File: config.mk
export PLATFORM = sky130hd
export DESIGN_NAME = forwarding_hazard_unit
export DESIGN_NICKNAME = d
export VERILOG_FILES = /design/src/rtl/forwarding_hazard_unit.sv
export SDC_FILE = /design/constraint.sdc
export NUM_CORES = 1
export LEC_CHECK = 0
export BUFFER_PORTS_ARGS = -buffer_cell sky130_fd_sc_hd__buf_2
export CAP_MARGIN = 20
export CORE_MARGIN = 5
export CORE_UTILIZATION = 40
export CTS_BUF_LIST = sky130_fd_sc_hd__clkbuf_4
export CTS_CLUSTER_DIAMETER = 120
export CTS_CLUSTER_SIZE = 20
export DETAILED_ROUTE_END_ITERATION = 6
export PLACE_DENSITY = 0.8
export SYNTH_ARGS = -nofsm -noshare
export SYNTH_HDL_FRONTEND = slang
export SYNTH_SLANG_ARGS = --single-unit
File: constraint.sdc
create_clock -name clk -period 1.67 [get_ports clk]
set_input_delay 0.0835 -clock clk [delete_from_list [all_inputs] [get_ports clk]]
set_output_delay 0.0835 -clock clk [all_outputs]
set_load 0.005 [all_outputs]
File: src/rtl/forwarding_hazard_unit.sv
// rtl/forwarding_hazard_unit.sv - EX-stage operand forwarding selects and load-use stall detection
//
// Purpose:
//   Tracks destination-register info for the instructions ahead of ID and
//   produces registered 3:1 forwarding-mux selects for ALU operands A and B,
//   plus a combinational one-cycle stall on a load-use hazard.
//
// Configuration macro:
//   FWD_STATS_EN - when defined, stall_count is a saturating count of stall
//                  cycles; when undefined, stall_count is tied to zero.
//
// Ports:
//   clk          in   rising-edge clock
//   rst          in   synchronous active-high reset
//   id_valid     in   ID holds a real instruction
//   id_rs        in   ID source register A
//   id_rt        in   ID source register B
//   id_uses_rt   in   ID instruction reads rt as an operand
//   id_rd        in   ID destination register (resolved rd/rt)
//   id_regwrite  in   ID instruction writes the register file
//   id_memread   in   ID instruction is a load
//   flush        in   squash the ID instruction
//   fwd_a_sel    out  operand-A select (00 regfile, 01 MEM/WB, 10 EX/MEM), registered
//   fwd_b_sel    out  operand-B select, same encoding, registered
//   stall        out  hold PC and IF/ID, bubble into EX; combinational
//   stall_count  out  saturating count of load-use stall cycles

module forwarding_hazard_unit (
  input  logic        clk,
  input  logic        rst,
  input  logic        id_valid,
  input  logic [4:0]  id_rs,
  input  logic [4:0]  id_rt,
  input  logic        id_uses_rt,
  input  logic [4:0]  id_rd,
  input  logic        id_regwrite,
  input  logic        id_memread,
  input  logic        flush,
  output logic [1:0]  fwd_a_sel,
  output logic [1:0]  fwd_b_sel,
  output logic        stall,
  output logic [15:0] stall_count
);

  typedef struct packed {
    logic       valid;
    logic [4:0] rd;
    logic       regwrite;
    logic       memread;
  } ex_slot_t;

  // Only EX needs memread (load-use). The WB slot is not kept: the operand mux
  // has no WB input, and a value in WB reaches the consumer through the
  // register file's write-before-read, so nothing would ever read it.
  typedef struct packed {
    logic       valid;
    logic [4:0] rd;
    logic       regwrite;
  } mem_slot_t;

  typedef enum logic {RUN, STALL} state_t;

  ex_slot_t  ex_q, ex_d;
  mem_slot_t mem_q;
  state_t    state_q, state_d;
  logic      hazard;
  logic      advance;
  logic [1:0] a_d, b_d;

  function automatic logic ex_writes(input ex_slot_t s, input logic [4:0] r);
    return s.valid && s.regwrite && (s.rd == r) && (r != 5'd0);
  endfunction

  function automatic logic mem_writes(input mem_slot_t s, input logic [4:0] r);
    return s.valid && s.regwrite && (s.rd == r) && (r != 5'd0);
  endfunction

  // Load in EX whose result an ID operand needs; flush suppresses it.
  assign hazard = id_valid && !flush && ex_q.valid && ex_q.memread &&
                  (ex_q.rd != 5'd0) &&
                  ((ex_q.rd == id_rs) || (id_uses_rt && (ex_q.rd == id_rt)));

  // In STALL the bubble already sits in EX, so the gate only makes the
  // one-stall-per-load guarantee explicit.
  always_comb begin
    state_d = state_q;
    stall   = 1'b0;
    case (state_q)
      RUN: begin
        if (hazard) begin
          stall   = 1'b1;
          state_d = STALL;
        end
      end
      STALL:   state_d = RUN;
      default: state_d = RUN;
    endcase
  end

  assign advance = id_valid && !flush && !stall;

  // Selects look at the slots as they are now: the current EX occupant will be
  // in EX/MEM when ID reaches EX (10), the current MEM occupant in MEM/WB (01).
  always_comb begin
    ex_d = '0;
    a_d  = 2'b00;
    b_d  = 2'b00;
    if (advance) begin
      ex_d.valid    = 1'b1;
      ex_d.rd       = id_rd;
      ex_d.regwrite = id_regwrite;
      ex_d.memread  = id_memread;
      if (ex_writes(ex_q, id_rs))       a_d = 2'b10;
      else if (mem_writes(mem_q, id_rs)) a_d = 2'b01;
      if (id_uses_rt) begin
        if (ex_writes(ex_q, id_rt))       b_d = 2'b10;
        else if (mem_writes(mem_q, id_rt)) b_d = 2'b01;
      end
    end
  end

  always_ff @(posedge clk) begin
    if (rst) begin
      ex_q      <= '0;
      mem_q     <= '0;
      state_q   <= RUN;
      fwd_a_sel <= 2'b00;
      fwd_b_sel <= 2'b00;
    end else begin
      ex_q           <= ex_d;
      mem_q.valid    <= ex_q.valid;
      mem_q.rd       <= ex_q.rd;
      mem_q.regwrite <= ex_q.regwrite;
      state_q        <= state_d;
      fwd_a_sel      <= a_d;
      fwd_b_sel      <= b_d;
    end
  end

`ifdef FWD_STATS_EN
  logic [15:0] count_q;

  always_ff @(posedge clk) begin
    if (rst) begin
      count_q <= 16'd0;
    end else if (stall && (count_q != 16'hFFFF)) begin
      count_q <= count_q + 16'd1;
    end
  end

  assign stall_count = count_q;
`else
  assign stall_count = 16'd0;
`endif

endmodule

# --- After elaboration in Yosys (flattened, before gate mapping) ---
# Index checks and enable logic that the tools add are counted.
# Widths: inputs -> output; s select.
op_classes:
  addsub: 0
  n_mul: 0
  div: 0
  order_cmp: 0
  eq_ne: 4
  n_shift: 0
  mux: 8
  bitwise: 3
  n_reduce_logical: 27
op_table:
  columns: ["cell", "n"]
  rows:
  - ["$eq 5x5->1", 4]
  - ["$logic_and 1x1->1", 17]
  - ["$reduce_bool 5->1", 3]
  - ["$mux 8", 1]
  - ["$reduce_or 3->1", 2]
  - ["$mux 1", 4]
  - ["$mux 2", 2]
  - ["$reduce_or 4->1", 1]
  - ["$not 1->1", 3]
  - ["$logic_not 1->1", 2]
  - ["$pmux 1 s2", 1]
  - ["$reduce_or 2->1", 1]
  - ["$logic_or 1x1->1", 1]
totals:
  reg_bits: 20
  latch_bits: 0
  mem_bits_rw: 0
  romBits: 0
  inputBits: 22
  output_inout_bits: 21
  elab_cells: 54
  n_memories: 0

# --- Logic depth before layout (Yosys ltp) ---
logic_depth:
  ltp_word: 12
  depth_mapped: 5
  ltp_nobuf: 4

# --- Worst setup path after synthesis ---
# Ideal clock, no wire load.
synth_timing:
  path_kind: "register to register"
  from: "register ex_q[3] (netlist bit)"
  to: "register fwd_a_sel[0]"
  setup_time_ns: 0.079
  t_arrival_ns: 1.443
  required_time_ns: 1.591
  path_slack_ns: 0.147
  stages_incl_launch_ff: 5
  n_path_buf: 0
  synth_period_minus_slack_ns: 1.523
  path_cell_list: "dfxtp_1 > or4_1 > o211a_1 > a41o_1 > a211oi_2"
synth_between:
  elab_chain_len: 10
  word_cells_on_any_way: 15
  classes_between: "eq/ne (2); mux (2); bitwise (1); reduce/logical (10)"
synth_lines:
  columns: ["item", "line", "source"]
  rows:
  - ["start: declaration", "63", "ex_slot_t ex_q, ex_d;"]
  - ["start signal: assignment", "124", "ex_q <= '0;"]
  - ["start signal: assignment", "130", "ex_q <= ex_d;"]
  - ["$eq 5x5->1", "81", "((ex_q.rd == id_rs) || (id_uses_rt && (ex_q.rd == id_rt)));"]
  - ["$logic_and 1x1->1", "81", null]
  - ["$logic_or 1x1->1", "81", null]
  - ["$logic_and 1x1->1", "80", "(ex_q.rd != 5'd0) &&"]
  - ["$mux 1", "90", "if (hazard) begin"]
  - ["$mux 1", "88", "case (state_q)"]
  - ["$logic_not 1->1", "100", "assign advance = id_valid && !flush && !stall;"]
  - ["$logic_and 1x1->1", "100", null]
  - ["$not 1->1 (no source line)", null, null]
  - ["$reduce_or 3->1 (no source line) (*)", null, null]
  - ["end signal: assignment", "127", "fwd_a_sel <= 2'b00;"]
  - ["end signal: assignment", "135", "fwd_a_sel <= a_d;"]
  - ["end: declaration", "39", "output logic [1:0] fwd_a_sel,"]
# Mark *: on every way between the ends. The rest lies on a longest branch, timed or not.
# A chain may end at the register's enable or synchronous reset.

# --- Worst setup path in the final report ---
layout_timing:
  from: "register ex_q[4] (netlist bit)"
  to: "output stall"
layout_between:
  elab_chain_len: 6
  word_cells_on_any_way: 9
  classes_between: "eq/ne (2); mux (2); reduce/logical (5)"
layout_lines:
  columns: ["item", "line", "source"]
  rows:
  - ["$eq 5x5->1", "81", null]
  - ["$logic_and 1x1->1", "81", null]
  - ["$logic_or 1x1->1", "81", null]
  - ["$logic_and 1x1->1 (*)", "80", null]
  - ["$mux 1 (*)", "90", null]
  - ["$mux 1 (*)", "88", null]
  - ["end: declaration", "41", "output logic stall,"]
# Marks and branches as above.

==> flow_summary.json <==
{
  "fin_crit_ns": 1.69,
  "clock_skew_ns": 0.00147,
  "cp_cell_sequence": "or4_1, o211a_1, inv_2, nor2_1, buf_2",
  "drtIter0Drc": 5,
  "ys.flop_type": "dfxtp_1",
  "die_y_um": 60.8,
  "placed_cell_area_um2": 1150,
  "synth-edff-count": 0,
  "drive_above_1_share_pct": 31.4,
  "cp_slowest_stage_delay_ns": 0.51,
  "hp-class": "input port to flop",
  "grt_max_degree": 12,
  "root_buffer": "clkbuf_4",
  "p_sw_w": 0.000227,
  "grt_usage_pct": 14.7,
  "crit_slowest_cell": "or4_1",
  "antenna_found_initial": 0,
  "end_kind": "primary output",
  "synth.area.top_cells": "dfxtp_1 39%, buf_4 12%, xnor2_1 9.3%",
  "initial_utilization_pct": 41.7,
  "hold_ws_ns": 0.0354,
  "final_area_um2": 1310,
  "gr-total-overflow": 0,
  "port_buffers": 26,
  "ys_ff_latch": 20,
  "internal_power_w": 0.000640,
  "cts_max_level": 1,
  "layoutNonFillerInstCount": 183,
  "io_pins": 43,
  "clk_pin_slew_ns": 0.11,
  "vias_per_cell": 4.87,
  "die_area_um2": 3700,
  "drc": 0,
  "p_leak_nw": 0.595,
  "area_growth_pct": 27.0,
  "ant_nets": 0,
  "tritoncts": "done",
  "gp_congestion": 0.985,
  "final_max_slew_viol_count": 0,
  "cts_sinks": 20,
  "max_cap_viol_count": 0,
  "ys_types": 29,
  "p_comb_share_pct": 15.3,
  "violations": "negative setup slack",
  "outcome": "finished, violations left",
  "grt_pass1_vias": 884,
  "grt_pass1_wl_mm": 3.91,
  "totalWireLength_mm": 2.43,
  "hpwlAfterDp_mm": 1.85,
  "placed_cells": 168,
  "synthCells": 112,
  "final_common_cell": "buf_2",
  "yosysTopAreaCell": "dfxtp_1",
  "worstPathRequired_ns": 1.59,
  "vias": 891,
  "final_cell_mix": "26 x buf_2, 17 x dfxtp_1, 16 x conb_1",
  "period_share_pct": 101,
  "switching_share_pct": 26.2,
  "cellPowerDensity_nw_per_um2": 661,
  "rsz0062_at_grt": "yes",
  "post_drt_wl_per_cell_um": 13.3,
  "cp_top_family": "simple AND/OR/NAND/NOR gates",
  "seq_area_frac_synth_pct": 38.8,
  "ir_worst_vdd_v": 0.000545,
  "startpoint_type": "flop",
  "fillers": 222,
  "die_w_um": 60.8,
  "numCtsBuffers": 3,
  "coreArea_um2": 2480,
  "synth_top_area_share_pct": 38.8,
  "avgSynthCellArea_um2": 9.22,
  "layout_setup_ws_ns": -0.0170,
  "pwr-share-seq_pct": 56.9,
  "drt_pass1_iterations": 4,
  "clockBufferDepth": 2,
  "yosysWarnings": 0,
  "nNetsFinal": 176,
  "max_clock_freq_ghz": 0.593,
  "clk_latency_ns": 0.31,
  "synth_area_um2": 1030,
  "path_max_fanout": 2,
  "crit_arrival_ns": 1.60,
  "async_flop_share_pct": 0,
  "n_antenna_cell": 0,
  "path_buf_inv": 2,
  "rows": 18,
  "finalHoldViolations": 0,
  "setup_viol": 1,
  "power_frac_clock_pct": 27.8,
  "path_class": "flop to primary output"
}
## power by group through the flow
stage | clock network, W | registers (W) | logic, W
CTS | 0.000236 | 0.000493 | 0.000124
global placement | 0 | 0.000503 | 0.000106
finish | 0.000241 | 0.000493 | 0.000133
floorplan | 0 | 0.000503 | 0.0000853
global route | 0.000263 | 0.000495 | 0.000148
detailed placement | 0 | 0.000504 | 0.000110
## sequential cells by signal, indices dropped and copies added (netlist names)
| signal | flops |
|---|---|
| ex_q | 8 |
| fwd_a_sel | 2 |
| fwd_b_sel | 2 |
| mem_q | 7 |
| state_q | 1 |
## per-stage QoR
stage | utilization (%) | TNS [ns] | setup slack, ns | total power (W)
after floorplan | - | 0 | 0.147 | 0.000588
after global placement | 46.5 | 0 | 0.0956 | 0.000610
after detailed placement | 46.5 | 0 | 0.0779 | 0.000614
after CTS | 51.5 | -0.0558 | -0.0363 | 0.000853
after global routing | 52.9 | -0.509 | -0.0994 | 0.000906
final | 52.9 | -0.0170 | -0.0170 | 0.000867
## final timing paths
path / to / startpoint / cells after the start / slack, ns
min: fwd_b_sel[1]$_SDFF_PP0_ / id_uses_rt / 2 / 0.04
min reg2reg: fwd_a_sel[0]$_SDFF_PP0_ / mem_q[0]$_SDFF_PP0_ / 2 / 0.51
max reg2reg: fwd_a_sel[0]$_SDFF_PP0_ / ex_q[4]$_SDFF_PP0_ / 5 / 0
max: stall / ex_q[4]$_SDFF_PP0_ / 5 / -0.02
## metal layers
metal | track usage, % | vias to the layer above | wire length [um]
li1 | - | 437 | -
met1 | 17.1 | 416 | 911
met2 | 24.7 | 33 | 1260
met3 | 4.04 | 5 | 192
met4 | 7.43 | 0 | 73
met5 | 0 | - | 0
## logic make-up (layout without fill, tap and decap cells)
group                     after synthesis  count (layout)  share of synthesized area (%)
AOI/OAI and AO/OA                      16              16                           11.4
DFF                                    20              20                           38.8
and+or+nand+nor                        35              35                           19.2
xor gates and xnor gates               20              20                           17.0
buffers and inverters                  20              46                           13.3
other                                   1              16                          0.363
## final cells by class
class / count / area (um2) / share of cell area, %
multi-input cells: 87 / 579 / 44.2
flip-flops and latches: 20 / 404 / 30.8
repair buffers: 41 / 260 / 19.8
well taps: 30 / 37.5 / 2.86
clock buffers: 3 / 22.5 / 1.72
clock inverters: 1 / 3.75 / 0.286
inverters: 1 / 3.75 / 0.286
## cell usage after synthesis, types with 2 or more instances
cell type and instances:
buf_2 2, nor2_1 3, dfxtp_1 20, xnor2_1 11, nand4_1 5, a21oi_1 7
nor2b_1 7, buf_4 16, xor2_1 9, or4_1 3, nor3_1 4, nand2_1 8
## what timing repair did
item                                    4_1_cts  5_1_grt
endpoints found under the hold margin         7        0
resized for setup                             4        5
pin swaps                                     4        4
hold buffers                                  7        0
buffers inserted                              3        1
endpoints found under the setup margin        1       10
Power figures use the tool's default switching activity.
